## src/rtl/hazard_scoreboard.sv

```systemverilog
// Pipeline hazard controller with a register scoreboard for variable-latency ops.
// Latency: control outputs are combinational. Scoreboard, counters and error flag update one cycle later.
// Backpressure: dmem_stall freezes MEM and the earlier stages. Data hazards hold IF/ID and insert an EX bubble.
module hazard_scoreboard #(
  parameter int NREGS       = 32,
  parameter int MAX_PENDING = 4,
  parameter int CNT_W       = 32
) (
  input  logic                               clk,
  input  logic                               rst,
  input  logic [4:0]                         id_rs1,
  input  logic [4:0]                         id_rs2,
  input  logic [4:0]                         id_rd,
  input  logic                               id_valid,
  input  logic                               id_branch,
  input  logic                               id_is_long,
  input  logic [4:0]                         id_ex_rd,
  input  logic                               id_ex_mem_read,
  input  logic                               long_wb_valid,
  input  logic [4:0]                         long_wb_rd,
  input  logic                               dmem_stall,
  input  logic                               PCSrc,
  input  logic                               jump_id_stage,
  output logic                               stall_if,
  output logic                               stall_id,
  output logic                               stall_ex_mem,
  output logic                               flush_id,
  output logic                               flush_ex,
  output logic [NREGS-1:0]                   busy_vec,
  output logic [$clog2(MAX_PENDING+1)-1:0]   pending_cnt,
  output logic [CNT_W-1:0]                   stall_cycles,
  output logic                               sb_err
);

  localparam int PW = $clog2(MAX_PENDING + 1);

  logic [NREGS-1:0] wb_mask;
  logic [NREGS-1:0] eff_busy;
  logic             rs1_busy, rs2_busy, rd_busy;
  logic             ex_dep;
  logic             haz_lu, haz_br, haz_sb, haz_full, data_haz;
  logic             issue;
  logic [NREGS-1:0] busy_d;

  // Writeback mask: a register written back this cycle is already treated as free.
  always_comb begin
    wb_mask = '0;
    for (int i = 1; i < NREGS; i++) begin
      if (long_wb_valid && long_wb_rd == 5'(i)) wb_mask[i] = 1'b1;
    end
  end

  assign eff_busy = busy_vec & ~wb_mask;

  // Scoreboard lookups for the ID operands and destination. x0 is never busy.
  always_comb begin
    rs1_busy = 1'b0;
    rs2_busy = 1'b0;
    rd_busy  = 1'b0;
    for (int i = 1; i < NREGS; i++) begin
      if (id_rs1 == 5'(i)) rs1_busy = eff_busy[i];
      if (id_rs2 == 5'(i)) rs2_busy = eff_busy[i];
      if (id_rd  == 5'(i)) rd_busy  = eff_busy[i];
    end
  end

  assign ex_dep   = (id_ex_rd != 5'd0) && ((id_ex_rd == id_rs1) || (id_ex_rd == id_rs2));
  assign haz_lu   = id_ex_mem_read && ex_dep;
  assign haz_br   = !id_ex_mem_read && id_branch && ex_dep;
  assign haz_sb   = id_valid && (rs1_busy || rs2_busy || rd_busy);
  assign haz_full = id_valid && id_is_long && (pending_cnt == PW'(MAX_PENDING)) && !long_wb_valid;
  assign data_haz = haz_lu || haz_br || haz_sb || haz_full;
  assign issue    = id_valid && id_is_long && !dmem_stall && !PCSrc && !data_haz;

  // Prioritised pipeline control: memory freeze, then redirect, then data hazard, then jump.
  always_comb begin
    stall_if     = 1'b0;
    stall_id     = 1'b0;
    stall_ex_mem = 1'b0;
    flush_id     = 1'b0;
    flush_ex     = 1'b0;
    if (dmem_stall) begin
      stall_if     = 1'b1;
      stall_id     = 1'b1;
      stall_ex_mem = 1'b1;
    end else if (PCSrc) begin
      flush_id = 1'b1;
      flush_ex = 1'b1;
    end else if (data_haz) begin
      stall_if = 1'b1;
      stall_id = 1'b1;
      flush_ex = 1'b1;
    end else if (jump_id_stage) begin
      flush_id = 1'b1;
    end
  end

  // Next scoreboard value: writeback clears, issue sets, and a set wins on the same register.
  always_comb begin
    busy_d = busy_vec;
    if (long_wb_valid) begin
      for (int i = 0; i < NREGS; i++) begin
        if (long_wb_rd == 5'(i)) busy_d[i] = 1'b0;
      end
    end
    if (issue && id_rd != 5'd0) begin
      for (int i = 0; i < NREGS; i++) begin
        if (id_rd == 5'(i)) busy_d[i] = 1'b1;
      end
    end
    busy_d[0] = 1'b0;
  end

  // Registered state: scoreboard, in-flight count, sticky error and the stall counter.
  always_ff @(posedge clk) begin
    if (rst) begin
      busy_vec     <= '0;
      pending_cnt  <= '0;
      stall_cycles <= '0;
      sb_err       <= 1'b0;
    end else begin
      busy_vec <= busy_d;
      case ({issue, long_wb_valid})
        2'b10: pending_cnt <= pending_cnt + 1'b1;
        2'b01: begin
          if (pending_cnt != '0) pending_cnt <= pending_cnt - 1'b1;
          else                   sb_err      <= 1'b1;
        end
        default: pending_cnt <= pending_cnt;
      endcase
      if (!dmem_stall && !PCSrc && data_haz && stall_cycles != '1)
        stall_cycles <= stall_cycles + 1'b1;
    end
  end

endmodule
```

## config.mk

```make
export PLATFORM = sky130hd
export DESIGN_NAME = hazard_scoreboard
export DESIGN_NICKNAME = d
export VERILOG_FILES = /design/src/rtl/hazard_scoreboard.sv
export SDC_FILE = /design/constraint.sdc
export NUM_CORES = 1
export LEC_CHECK = 0
export CAP_MARGIN = 20
export CORE_MARGIN = 8
export CORE_UTILIZATION = 52
export CTS_CLUSTER_SIZE = 40
export DETAILED_ROUTE_END_ITERATION = 16
export PLACE_DENSITY = 0.83
export SLEW_MARGIN = 30
export SYNTH_ARGS = -nofsm -noshare
export SYNTH_HDL_FRONTEND = slang
export SYNTH_SLANG_ARGS = --single-unit
```

## constraint.sdc

```tcl
create_clock -name clk -period 5 [get_ports clk]
set_clock_uncertainty 0.15 [all_clocks]
set_input_delay 0.5 -clock clk [delete_from_list [all_inputs] [get_ports clk]]
set_output_delay 0.5 -clock clk [all_outputs]
set_load 0.05 [all_outputs]
```

Yosys cells after proc, flatten, opt, wreduce, memory -nomap -nowiden
Index checks and enable logic that the tools add are counted.
{"block": "classes", "shifts": 0, "mul": 0, "n_reduce_logical": 65, "add_sub_neg": 3, "bitwise_logic": 3, "muxes": 202, "eq_ne": 131, "div": 0, "n_lt_le_gt_ge": 0}
{"cell": "$eq A5 B5 Y1 const B", "n": 64}
{"cell": "$mux W1", "n": 198}
{"cell": "$eq A5 B4 Y1 const B", "n": 32}
{"cell": "$eq A5 B3 Y1 const B", "n": 16}
{"cell": "$mux W32", "n": 2}
{"cell": "$logic_and A1 B1 Y1", "n": 46}
{"cell": "$eq A5 B2 Y1 const B", "n": 8}
{"cell": "$add A32 B1 Y32 const B", "n": 1}
{"cell": "$and A32 B32 Y32", "n": 1}
{"cell": "$ne A32 B32 Y1 const B", "n": 1}
{"cell": "$not A32 Y32", "n": 1}
{"cell": "$eq A5 B1 Y1 const B", "n": 4}
{"cell": "$eq A5 B5 Y1", "n": 2}
{"cell": "$logic_not A5 Y1", "n": 2}
{"cell": "$reduce_bool A5 Y1", "n": 2}
{"cell": "$logic_or A1 B1 Y1", "n": 6}
{"cell": "$pmux W3 S2", "n": 1}
{"cell": "$logic_not A1 Y1", "n": 5}
{"cell": "$reduce_and A2 Y1", "n": 2}
{"cell": "$add A3 B1 Y3 const B", "n": 1}
{"cell": "$eq A3 B3 Y1 const B", "n": 1}
{"cell": "$mux W3", "n": 1}
{"cell": "$reduce_bool A3 Y1", "n": 1}
{"cell": "$sub A3 B1 Y3 const B", "n": 1}
{"cell": "other kinds (5)", "n": 5}
{"block": "totals", "input_bits": 35, "latch_bits": 0, "mem_bits_ro": 0, "ramBits": 0, "output_inout_bits": 73, "reg_bits": 68, "n_memories": 0, "wordCells": 409}

Logic depth before layout (Yosys ltp)
{"block": "depth", "depth_word": 46, "mapped_depth": 14}

Worst setup path after synthesis
No wires, ideal clock.
{"block": "synth_timing", "path_kind": "input to output", "from": "in long_wb_rd[4]", "to": "out flush_id", "arrival_ps": 3943, "cell_stages": 13, "setup_slack_ps": 407, "path_cell_list": "buf_2 > or4b_4 > o21ai_2 > a2111oi_1 > o22ai_1 > a222oi_1 > nand4bb_1 > a311o_2 > o22ai_4 > buf_4 > buf_6 > o21bai_1 > nor2_1"}
{"block": "synth_between", "elab_chain_len": 44, "elab_cells_between_ends": 196}
{"element": "start: declaration", "line": "20", "text": "input logic [4:0] long_wb_rd,"}
{"element": "$eq A5 B1 Y1", "line": "49", "text": "if (long_wb_valid && long_wb_rd == 5'(i)) wb_mask[i] = 1'b1;"}
{"element": "$logic_and A1 B1 Y1", "line": "49"}
{"element": "$mux W1", "line": "49"}
{"element": "$not A32 Y32 *", "line": "53", "text": "assign eff_busy = busy_vec & ~wb_mask;"}
{"element": "$and A32 B32 Y32 *", "line": "53"}
{"element": "$mux W1 (on tied branches) (31 in series)", "line": "61, 62"}
{"element": "$logic_or A1 B1 Y1", "line": "70", "text": "assign haz_sb = id_valid && (rs1_busy || rs2_busy || rd_busy);"}
{"element": "$logic_or A1 B1 Y1 *", "line": "70"}
{"element": "$logic_and A1 B1 Y1 *", "line": "70"}
{"element": "$logic_or A1 B1 Y1 * (2 in series)", "line": "72", "text": "assign data_haz = haz_lu || haz_br || haz_sb || haz_full;"}
{"element": "$mux W1 *", "line": "89", "text": "end else if (data_haz) begin"}
{"element": "$mux W1 *", "line": "86", "text": "end else if (PCSrc) begin"}
{"element": "$mux W1 *", "line": "82", "text": "if (dmem_stall) begin"}
{"element": "end: declaration", "line": "27", "text": "output logic flush_id,"}
Every way passes the cells marked *; elsewhere a longest branch is shown, timed or not.

Worst setup path after layout
{"block": "layout_timing", "from": "in long_wb_valid", "to": "out flush_id"}
{"block": "layout_between", "elab_chain_len": 43, "elab_cells_between_ends": 167}
{"element": "start: declaration", "line": "19", "text": "input logic long_wb_valid,"}
{"element": "$logic_and A1 B1 Y1", "line": "49"}
{"element": "$mux W1", "line": "49"}
{"element": "$not A32 Y32", "line": "53"}
{"element": "$and A32 B32 Y32", "line": "53"}
{"element": "$mux W1 (on tied branches) (31 in series)", "line": "61, 62"}
{"element": "$logic_or A1 B1 Y1 (2 in series)", "line": "70"}
{"element": "$logic_and A1 B1 Y1", "line": "70"}
{"element": "$logic_or A1 B1 Y1", "line": "72"}
{"element": "$logic_or A1 B1 Y1 *", "line": "72"}
{"element": "$mux W1 *", "line": "89"}
{"element": "$mux W1 *", "line": "86"}
{"element": "$mux W1 *", "line": "82"}
Marks and branches as above.

==> flow_summary.toml <==
[run_status]
outcome = "finished, final reports clean"

[finish]
drive_above_1_share = 0.1222
area_growth_pct = 30.23
diodes = 0
nNetsFinal = 850

[setup_path]
timing.rr.end = "pending_cnt[1]"
worstSetupEndpoint = "flush_id"
required_ns = 4.35
regToRegStartpoint = "busy_vec[2]"
crit_path_start_kind = "primary input"
cpMaxStageDelayCell = "clkdlybuf4s50_1"
path_cells = "clkdlybuf4s50_1 > or4b_4 > o21ai_2 > a2111oi_1 > o22ai_1 > a222oi_1 > nand4bb_1 > a311o_2 > buf_4 > o22ai_4 > o21bai_1 > nor2_1 > buf_12"
startpoint = "long_wb_valid"
end_kind = "output pin"
cp_max_fo = 11
cpPeakStageDelay_ns = 0.72
r2r_setup_slack_ns = 1.40
arrival_ns = 4.17
critical_path_class = "primary input to output pin"
r2r_cells = 10

[grt]
grtUsageTotal = 0.3047
grt_overflow_total = 0
antenna_found_initial = 0
grt_pass1_wl_um = 32180
grt_max_degree = 53
grt_pass1_vias = 5989

[route]
ant_nets = 0
routed_wl_um = 20790
wire_per_inst_um = 21.86
dr.pass1.iters = 6
drc = 0
drtIter0Drc = 926
viasPerCell = 6.686
vias = 6358

[cts]
clk_latency_ns = 0.35
clock_sinks = 67
cts_buffers = 9
cts_tree = "done"
ctsResizeCount = 0
cts.clk_slew.worst_paths_ns = 0.07
ctsHoldBuffers = 0
htree_num_levels = 3
clockBufferDepth = 2
cts-root-buf = "clkbuf_8"

[place]
hpwl_um = 16080
place_congestion = 1.028
portBuffers = 106

[floorplanning]
die_area_mm2 = 0.01334
core_mm2 = 0.009684
die_y_um = 115.5
io_pins = 108
rows = 36
die_w_um = 115.5
start_util = 0.5317

[timing]
finalMaxSlewViolations = 0
worst_pin_slew_ns = 0.9660
fmaxAchievable_mhz = 207.5
period_minus_slack_ns = 4.820
period_share = 0.9641
hold_viol = 0
rsz0062_at_grt = "false"
fin_tns_setup_ns = 0
finalSetupViolCount = 0
slew_headroom = 0.3560

[logic_synthesis]
synth_warnings = 0
synth-edff-count = 0
synth-seq-cells = 67
syn_inst = 700
ys_top_cells_by_area = "dfxtp_1, a21oi_1, nand3_1, o21ai_0, nand2_1"
synth.distinct_cells = 83
syn_area_mm2 = 0.005149
yosysTopAreaCellShare = 0.2605
synth_most_common_cell = "a21oi_1"
synth_common_cells = "a21oi_1, dfxtp_1, nand2_1"
synth_ff_type = "dfxtp_1"
ys_seq_area_frac = 0.2605
synth_top_cell_by_area = "dfxtp_1"
syn_area_per_cell_um2 = 7.355
ys_async_sr_fraction = 0
synthesis.nets = 737

[power_and_ir_drop]
power_mw = 1.450
peakVddDrop_mv = 0.2948
p_leak_nw = 2.256
p_per_area_mw_per_mm2 = 216.2

[hold_path]
hp-class = "register to register"

[job]
drv_cap = 0
==> per-layer routing <==
metal	vias to the layer above	track usage	wire length, um
li1	2872	-	-
met1	2967	0.3503	7623
met2	434	0.5143	9895
met3	85	0.06618	2122
met4	0	0.1708	1148
met5	-	0	0
==> area by class of cell <==
class	instances	area (um2)
Fill cell	803	2979
Multi-Input combinational cell	560	3466
Clock inverter	7	76.32
Inverter	12	45.04
Clock buffer	9	123.9
Timing Repair Buffer	163	1486
Tap cell	133	166.4
Sequential cell	67	1341
==> critical path: cells and delay by family <==
family / cells / cell delay (ns)
buf+inv: 3 / 1.06
compound gates: 7 / 1.51
simple gates: 3 / 1.08
==> worst min path at each step <==
stage | start | to | slack, ns | depth (start not counted)
floorplan | stall_cycles[30] | stall_cycles[30] | 0.56 | 2
global placement | stall_cycles[4] | stall_cycles[4] | 0.32 | 2
detailed placement | stall_cycles[13] | stall_cycles[13] | 0.34 | 2
CTS | stall_cycles[4] | stall_cycles[4] | 0.35 | 2
global route | stall_cycles[4] | stall_cycles[4] | 0.38 | 2
finish | stall_cycles[9] | stall_cycles[9] | 0.36 | 2
==> power breakdown <==
part / switching [mW] / internal, mW / leakage (nW)
Combinational: 0.264 / 0.158 / 1.62
Clock: 0.234 / 0.234 / 0.0962
Sequential: 0.0141 / 0.546 / 0.540
==> through the flow <==
| step | worst slack (ns) | util | cell area [um2] | hold slack (ns) | instances |
|---|---|---|---|---|---|
| after global placement | 0.2592 | 0.6705 | 6494 | 0.3221 | 934 |
| after global routing | 0.02419 | 0.6924 | 6705 | 0.3787 | 951 |
| after detailed placement | 0.1229 | 0.6709 | 6497 | 0.3352 | 934 |
| after CTS | 0.2906 | 0.6916 | 6698 | 0.3502 | 950 |
| after floorplan | 0.4066 | - | 5149 | 0.5619 | 700 |
| final | 0.1796 | 0.6924 | 6705 | 0.3561 | 951 |
==> cell usage in the layout (no fill, tap or decap), types with 10 or more instances in the layout <==
| master | count |
|---|---|
| a21oi_1 | 69 |
| and3_1 | 13 |
| buf_4 | 60 |
| clkdlybuf4s50_1 | 101 |
| dfxtp_1 | 67 |
| inv_1 | 11 |
| nand2_1 | 54 |
| nand2b_1 | 11 |
| nand3_1 | 45 |
| nand4_1 | 15 |
| nor2_1 | 50 |
| nor2b_1 | 20 |
| nor4_1 | 10 |
| o211ai_1 | 15 |
| o21ai_0 | 42 |
| o21ai_1 | 13 |
| o31ai_1 | 13 |
| or3_1 | 17 |
| or4_1 | 10 |
==> state kept, by name, indices dropped and copies added, names as in the netlist <==
name          flops
pending_cnt       3
stall_cycles     32
busy_vec         31
sb_err            1
==> cells by family (layout without fill, tap and decap cells) <==
| logic type | Yosys count | in the layout | share of synthesized area |
|---|---|---|---|
| buffers and inverters | 73 | 191 | 0.06707 |
| AND/OR/NAND/NOR | 287 | 287 | 0.3052 |
| other | 1 | 1 | 0.0007283 |
| XOR/XNOR | 13 | 13 | 0.02211 |
| flip-flops | 67 | 67 | 0.2605 |
| multiplexers | 16 | 16 | 0.03402 |
| AO/OA/AOI/OAI | 241 | 241 | 0.3040 |
| adder cells (fa/ha/maj) | 2 | 2 | 0.006318 |
==> repair_timing <==
| item | in CTS | in global routing |
|---|---|---|
| endpoints found under the hold margin | 0 | 0 |
| setup endpoints to repair | 0 | 1 |
| buffers inserted | 0 | 1 |
Power figures use the tool's default switching activity.
